$ cat src/rtl/mux_scan_seq.sv
// mux_scan_seq: registered channel mux with manual select and a dwell-timed scan mode.
module mux_scan_seq #(
   parameter int CH    = 8,
   parameter int W     = 1,
   parameter int DWELL = 1,
   localparam int SW   = (CH > 2) ? $clog2(CH) : 1
) (
   input  logic            clk,
   input  logic            rst,
   input  logic            en,
   input  logic            mode,
   input  logic [SW-1:0]   sel,
   input  logic [CH*W-1:0] din,
   output logic [W-1:0]    dout,
   output logic [SW-1:0]   chan,
   output logic            valid,
   output logic            wrap
);

   localparam logic [SW:0]   CHN  = (SW+1)'(CH);
   localparam logic [SW-1:0] LAST = SW'(CH - 1);
   localparam logic [7:0]    DEND = 8'(DWELL - 1);

   logic [W-1:0]  dout_q, dout_d, pick;
   logic [SW-1:0] chan_q, chan_d, ptr_q, ptr_d, eptr, idx;
   logic [7:0]    dcnt_q, dcnt_d, edcnt;
   logic          valid_q, valid_d, wrap_q, wrap_d;
   logic          pmode_q, pmode_d, pend_q, pend_d, wp_q, wp_d;
   logic          restart, in_rng, dend, last;

   // Next-state: a scan restart (mode rose, possibly while disabled) forces
   // channel 0 with a fresh dwell; the wrap pulse is held pending until the
   // sample that brings chan back to 0.
   always_comb begin
      restart = !pmode_q || pend_q;
      eptr    = restart ? '0 : ptr_q;
      edcnt   = restart ? '0 : dcnt_q;
      in_rng  = {1'b0, sel} < CHN;
      idx     = mode ? eptr : sel;
      pick    = '0;
      for (int k = 0; k < CH; k++)
         if (idx == SW'(k)) pick = din[k*W +: W];
      dend    = edcnt == DEND;
      last    = eptr == LAST;
      dout_d  = dout_q;
      chan_d  = chan_q;
      valid_d = 1'b0;
      wrap_d  = 1'b0;
      ptr_d   = ptr_q;
      dcnt_d  = dcnt_q;
      wp_d    = wp_q;
      pmode_d = mode;
      pend_d  = mode && !en && restart;
      if (en && !mode) begin
         dout_d  = in_rng ? pick : '0;
         chan_d  = sel;
         valid_d = in_rng;
      end
      if (en && mode) begin
         dout_d  = pick;
         chan_d  = eptr;
         valid_d = 1'b1;
         wrap_d  = wp_q && !restart;
         ptr_d   = dend ? (last ? '0 : eptr + 1'b1) : eptr;
         dcnt_d  = dend ? 8'd0 : edcnt + 8'd1;
         wp_d    = dend && last;
      end
   end

   // State and output registers, cleared asynchronously by rst.
   always_ff @(posedge clk or posedge rst) begin
      if (rst) begin
         dout_q  <= '0;
         chan_q  <= '0;
         valid_q <= 1'b0;
         wrap_q  <= 1'b0;
         ptr_q   <= '0;
         dcnt_q  <= 8'd0;
         pmode_q <= 1'b0;
         pend_q  <= 1'b0;
         wp_q    <= 1'b0;
      end else begin
         dout_q  <= dout_d;
         chan_q  <= chan_d;
         valid_q <= valid_d;
         wrap_q  <= wrap_d;
         ptr_q   <= ptr_d;
         dcnt_q  <= dcnt_d;
         pmode_q <= pmode_d;
         pend_q  <= pend_d;
         wp_q    <= wp_d;
      end
   end

   assign dout  = dout_q;
   assign chan  = chan_q;
   assign valid = valid_q;
   assign wrap  = wrap_q;

endmodule

$ cat config.mk
export PLATFORM = sky130hd
export DESIGN_NAME = mux_scan_seq
export DESIGN_NICKNAME = d
export VERILOG_FILES = /design/src/rtl/mux_scan_seq.sv
export SDC_FILE = /design/constraint.sdc
export NUM_CORES = 1
export LEC_CHECK = 0
export CORE_ASPECT_RATIO = 0.75
export CORE_UTILIZATION = 35
export CTS_BUF_LIST = sky130_fd_sc_hd__clkbuf_8
export CTS_CLUSTER_DIAMETER = 50
export DETAILED_ROUTE_END_ITERATION = 10
export PLACE_DENSITY = 0.54
export RECOVER_POWER = 25
export SYNTH_ARGS = -nofsm -noshare
export SYNTH_HDL_FRONTEND = slang
export SYNTH_SLANG_ARGS = --single-unit
export TNS_END_PERCENT = 1
$ cat constraint.sdc
create_clock -name clk -period 2.4 [get_ports clk]
set_clock_uncertainty 0.1 [all_clocks]
set_input_delay 0.72 -clock clk [delete_from_list [all_inputs] [get_ports clk]]
set_output_delay 0.72 -clock clk [all_outputs]
set_load 0.01 [all_outputs]
; ---- After elaboration in Yosys (flattened, before gate mapping)
; Cells that the tools add are included.
[word_totals]
reg_bits = 20
latchBits = 0
ramBits = 0
romBits = 0
in_bits = 15
wordCells = 54
n_memories = 0
[classes]
addsub = 2
multipliers = 0
div = 0
order_cmp = 0
eq_ne = 8
shift = 0
n_mux = 21
bitwise = 0
n_reduce_logical = 14
[op_table]
columns = cell, n
row1 = $mux 3, 6
row2 = $mux 8, 2
row3 = $eq 3x3->1 const B, 5
row4 = $mux 1, 13
row5 = $add 8x1->8 const B, 1
row6 = $logic_not 8->1, 1
row7 = $eq 3x2->1 const B, 2
row8 = $logic_and 1x1->1, 6
row9 = $logic_not 1->1, 4
row10 = $add 3x1->3 const B, 1
row11 = $eq 3x1->1 const B, 1
row12 = $logic_not 3->1, 1
row13 = $reduce_bool 2->1, 1
row14 = $logic_or 1x1->1, 1

; ---- Depth between registers and ports, before layout
[logic_depth]
ltp_word = 15
mapped_depth = 9
depth_no_buf = 8

; ---- Least setup slack after synthesis
; OpenSTA, ideal clock, no wires.
[synth_timing]
path_type = input -> register
from = input port mode
to = register dout_q, in the netlist dout
setup_time_ns = 0.129
arrival_ns = 1.851
t_required_ns = 2.171
slack_ns = 0.321
stages = 6
path_cell_list = buf_2 -> nor2b_1 -> a31oi_4 -> mux2_1 -> nor3b_1 -> o41ai_2
[synth_via]
elab_chain_len = 12
elab_cells_between_ends = 23
[synth_rtl]
columns = item, line_no
row1 = from (decl), 11  ; input logic mode,
row2 = $mux 3, 39  ; idx = mode ? eptr : sel;
row3 = $logic_not 3->1, 42  ; if (idx == SW'(k)) pick = din[k*W +: W];
row4 = $mux 1 (8 in series), 42
row5 = $mux 1, 54  ; if (en && !mode) begin
row6 = $mux 1, 59  ; if (en && mode) begin
row7 = to (signal assigned), 83  ; dout_q <= dout_d;
row8 = to (decl), 24  ; logic [W-1:0] dout_q, dout_d, pick;
; Parallel ways exist; a longest one is shown, timed or not. The select of a mux whose other input is x is not followed.
; A chain may end at the register's enable or synchronous reset.

; ---- Worst setup path in the final report
; Ends and elaborated chain as after synthesis.

==> results.toml <==
[routing]
drt_wl_total_mm = 2.63
first_iter_violations = 20
wl_per_cell_um = 14.1
drtPass1Iterations = 4
ant_nets = 0
vias = 937
drc = 0
avgViaCountPerCell = 5.04

[synth]
yosysSeqAreaShare_pct = 43.3
synth_top_cells_by_area = "dfrtp_1 (43%), nand2_1 (5.9%), o21ai_0 (5.2%)"
yosysTopAreaCell = "dfrtp_1"
ys_ff_latch = 20
synth_nets = 138
yosysTopAreaCellShare_pct = 43.3
syn-cell-area_um2 = 1150
syn-instance-count = 120
ys_types = 34
ys_warn_count = 0
postSynthAreaPerCell_um2 = 9.62

[global_routing]
grt_pass1_vias = 974
track_usage_pct = 18.0
grt_max_degree = 21
grt_pass1_wl_mm = 4.60
grt_overflow = 0
antenna_found_initial = 0

[worst_setup_path]
cp_top_family = "buffers and inverters"
cpMaxStageDelayCell = "clkdlybuf4s50_1"
start_kind = "input pin"
worstPathRequired_ps = 2440
crit_path_end_kind = "flip-flop"
cp_num_buf_inv = 2
cp_max_fo = 4
cp_cell_sequence = "clkdlybuf4s50_1, buf_4, a31oi_4, mux2_1, nor3b_1, o41ai_2"
reg2reg_slack_ps = 470
critPathMaxStageDelay_ps = 460
crit_arrival_ps = 2260
criticalPathCategory = "in -> reg"

[timing]
worstMarginPinSlew_ps = 1080
finalHoldViolCount = 0
hold_ws_ps = 399
max_freq_mhz = 452
post-route-period-util_pct = 92.3
period_needed_ps = 2210
slew_violations = 0
fin_tns_setup_ps = 0
maxSlewHeadroom_pct = 27.9
setup_viol = 0
grt_setup_unrepaired = "no"

[final_layout]
area_growth_pct = 31.1
fillers = 280
mostFrequentLayoutCell = "dfrtp_1"
post_route_cells_drive_above_1_share_pct = 15.5
num_antenna_cells = 0
layout.nets = 167
final_cell_mix = "dfrtp_1 (20), clkdlybuf4s50_1 (19), nand2_1 (18)"

[clock_tree]
cts.hold.buffers_added = 0
cts_sinks = 20
htreeDepth = 1
cts_buffers = 3
ctsResizeCount = 0
cts_tree = "done"
cts.clk_slew.worst_paths_ps = 70
clk_latency_ps = 260
cts_setup_buffers = 0
clockRootBuffer = "clkbuf_8"
ctsLongestPathBuffers = 2

[worst_hold_path]
hp-class = "reg -> reg"

[floorplan]
dieHeight_um = 51.7
io_pins = 21
rows = 17
start_util_pct = 38.0
die_area_um2 = 3540
design.core.area_um2 = 3040
die_x_um = 68.3

[power]
ir_worst_vdd_v = 0.000268
powerDensity_nw_per_um2 = 658
power_leakage_uw = 0.000678

[run]
drv_cap = 0

[placement]
gp_congestion = 0.792
port_buffers = 20
dp_hpwl_mm = 2.00

[outcome]
status = "complete, no violations"
==> metrics by stage <==
stage	utilization, %	total power [µW]	std cells	instance area [µm²]	worst slack, ps
5_1_grt	49.8	1060	186	1510	107
3_5_place_dp	47.6	668	182	1450	-94.9
2_1_floorplan	-	565	120	1150	321
6_report	49.8	997	186	1510	185
4_1_cts	49.9	1010	186	1520	185
3_3_place_gp	47.6	665	182	1450	-54.0
==> sequential cells by signal (all words and copies together) (netlist names) <==
| register | flops |
|---|---|
| wrap | 1 |
| wp_q | 1 |
| dcnt_q | 8 |
| chan | 3 |
| ptr_q | 3 |
| pmode_q | 1 |
| pend_q | 1 |
| valid | 1 |
| dout | 1 |
==> report_power, final <==
part | switching (µW) | internal, µW
logic | 110 | 119
clock network | 114 | 223
registers | 51.8 | 379
total | 276 | 721
==> metal layers <==
metal | up-vias | share of wire, % | wire length, µm | track usage [%]
met2 | 13 | 42 | 1120 | 27.5
met5 | - | 0 | 0 | 0
met1 | 441 | 54 | 1410 | 24.9
li1 | 481 | - | - | -
met3 | 2 | 3.3 | 87 | 5.26
met4 | 0 | 0.53 | 14 | 4.17
==> synth_stat cells <==
library cell  count
ha_1              3
nand4_1           2
and3_1            3
o21ai_1           1
nor2b_2           1
inv_1             5
o41ai_2           2
a21oi_1           5
a32o_1            2
nand3_1           3
nor3_2            1
a22o_1            1
buf_2             1
a31oi_1           2
and2_1            2
o41ai_1           1
nor3_1            1
buf_6             1
nand2_1          18
dfrtp_1          20
nand2b_1          1
o21ai_2           1
mux2_1            1
nor2_1           10
mux2_2            1
nand3b_1          1
nor3b_1           2
o41ai_4           1
o21ai_0          12
mux2i_1           4
or4_4             1
clkbuf_1          4
nor2b_1           4
a31oi_4           2
==> worst register-to-register path, cell delays in order, from the launching register on <==
cell and delay (ps):
dfrtp_1 390, nor2b_2 160, nand2_1 100, ha_1 220, inv_1 90, o41ai_4 440
o21ai_0 170, nand2_1 80, o21ai_0 70
==> kinds of logic after synthesis <==
logic type / after synthesis / synth area share, %
fa+ha+maj: 3 / 3.25
mux: 6 / 5.42
flops: 20 / 43.3
simple gates: 50 / 21.9
buf+inv: 11 / 4.33
compound gates: 30 / 21.8
==> layout make-up <==
| type | instances | area (µm²) | share of cell area [%] |
|---|---|---|---|
| multi-input cells | 89 | 604 | 39.9 |
| clock buffers | 3 | 41.3 | 2.73 |
| repair buffers | 30 | 272 | 17.9 |
| well taps | 38 | 47.5 | 3.14 |
| clock inverters | 1 | 30.0 | 1.98 |
| flip-flops and latches | 20 | 500 | 33.1 |
| inverters | 5 | 18.8 | 1.24 |
==> final timing paths <==
path | from | to | depth (start not counted)
worst min register to register | dout | dout | 2
worst max register to register | pmode_q | dcnt_q[5] | 8
worst min-delay path | dout | dout | 2
min in group asynchronous | rst | valid | 3
max in group asynchronous | rst | ptr_q[2] | 3
worst max-delay path | mode | dout | 6
No activity file was read; power rests on OpenSTA's default activity.
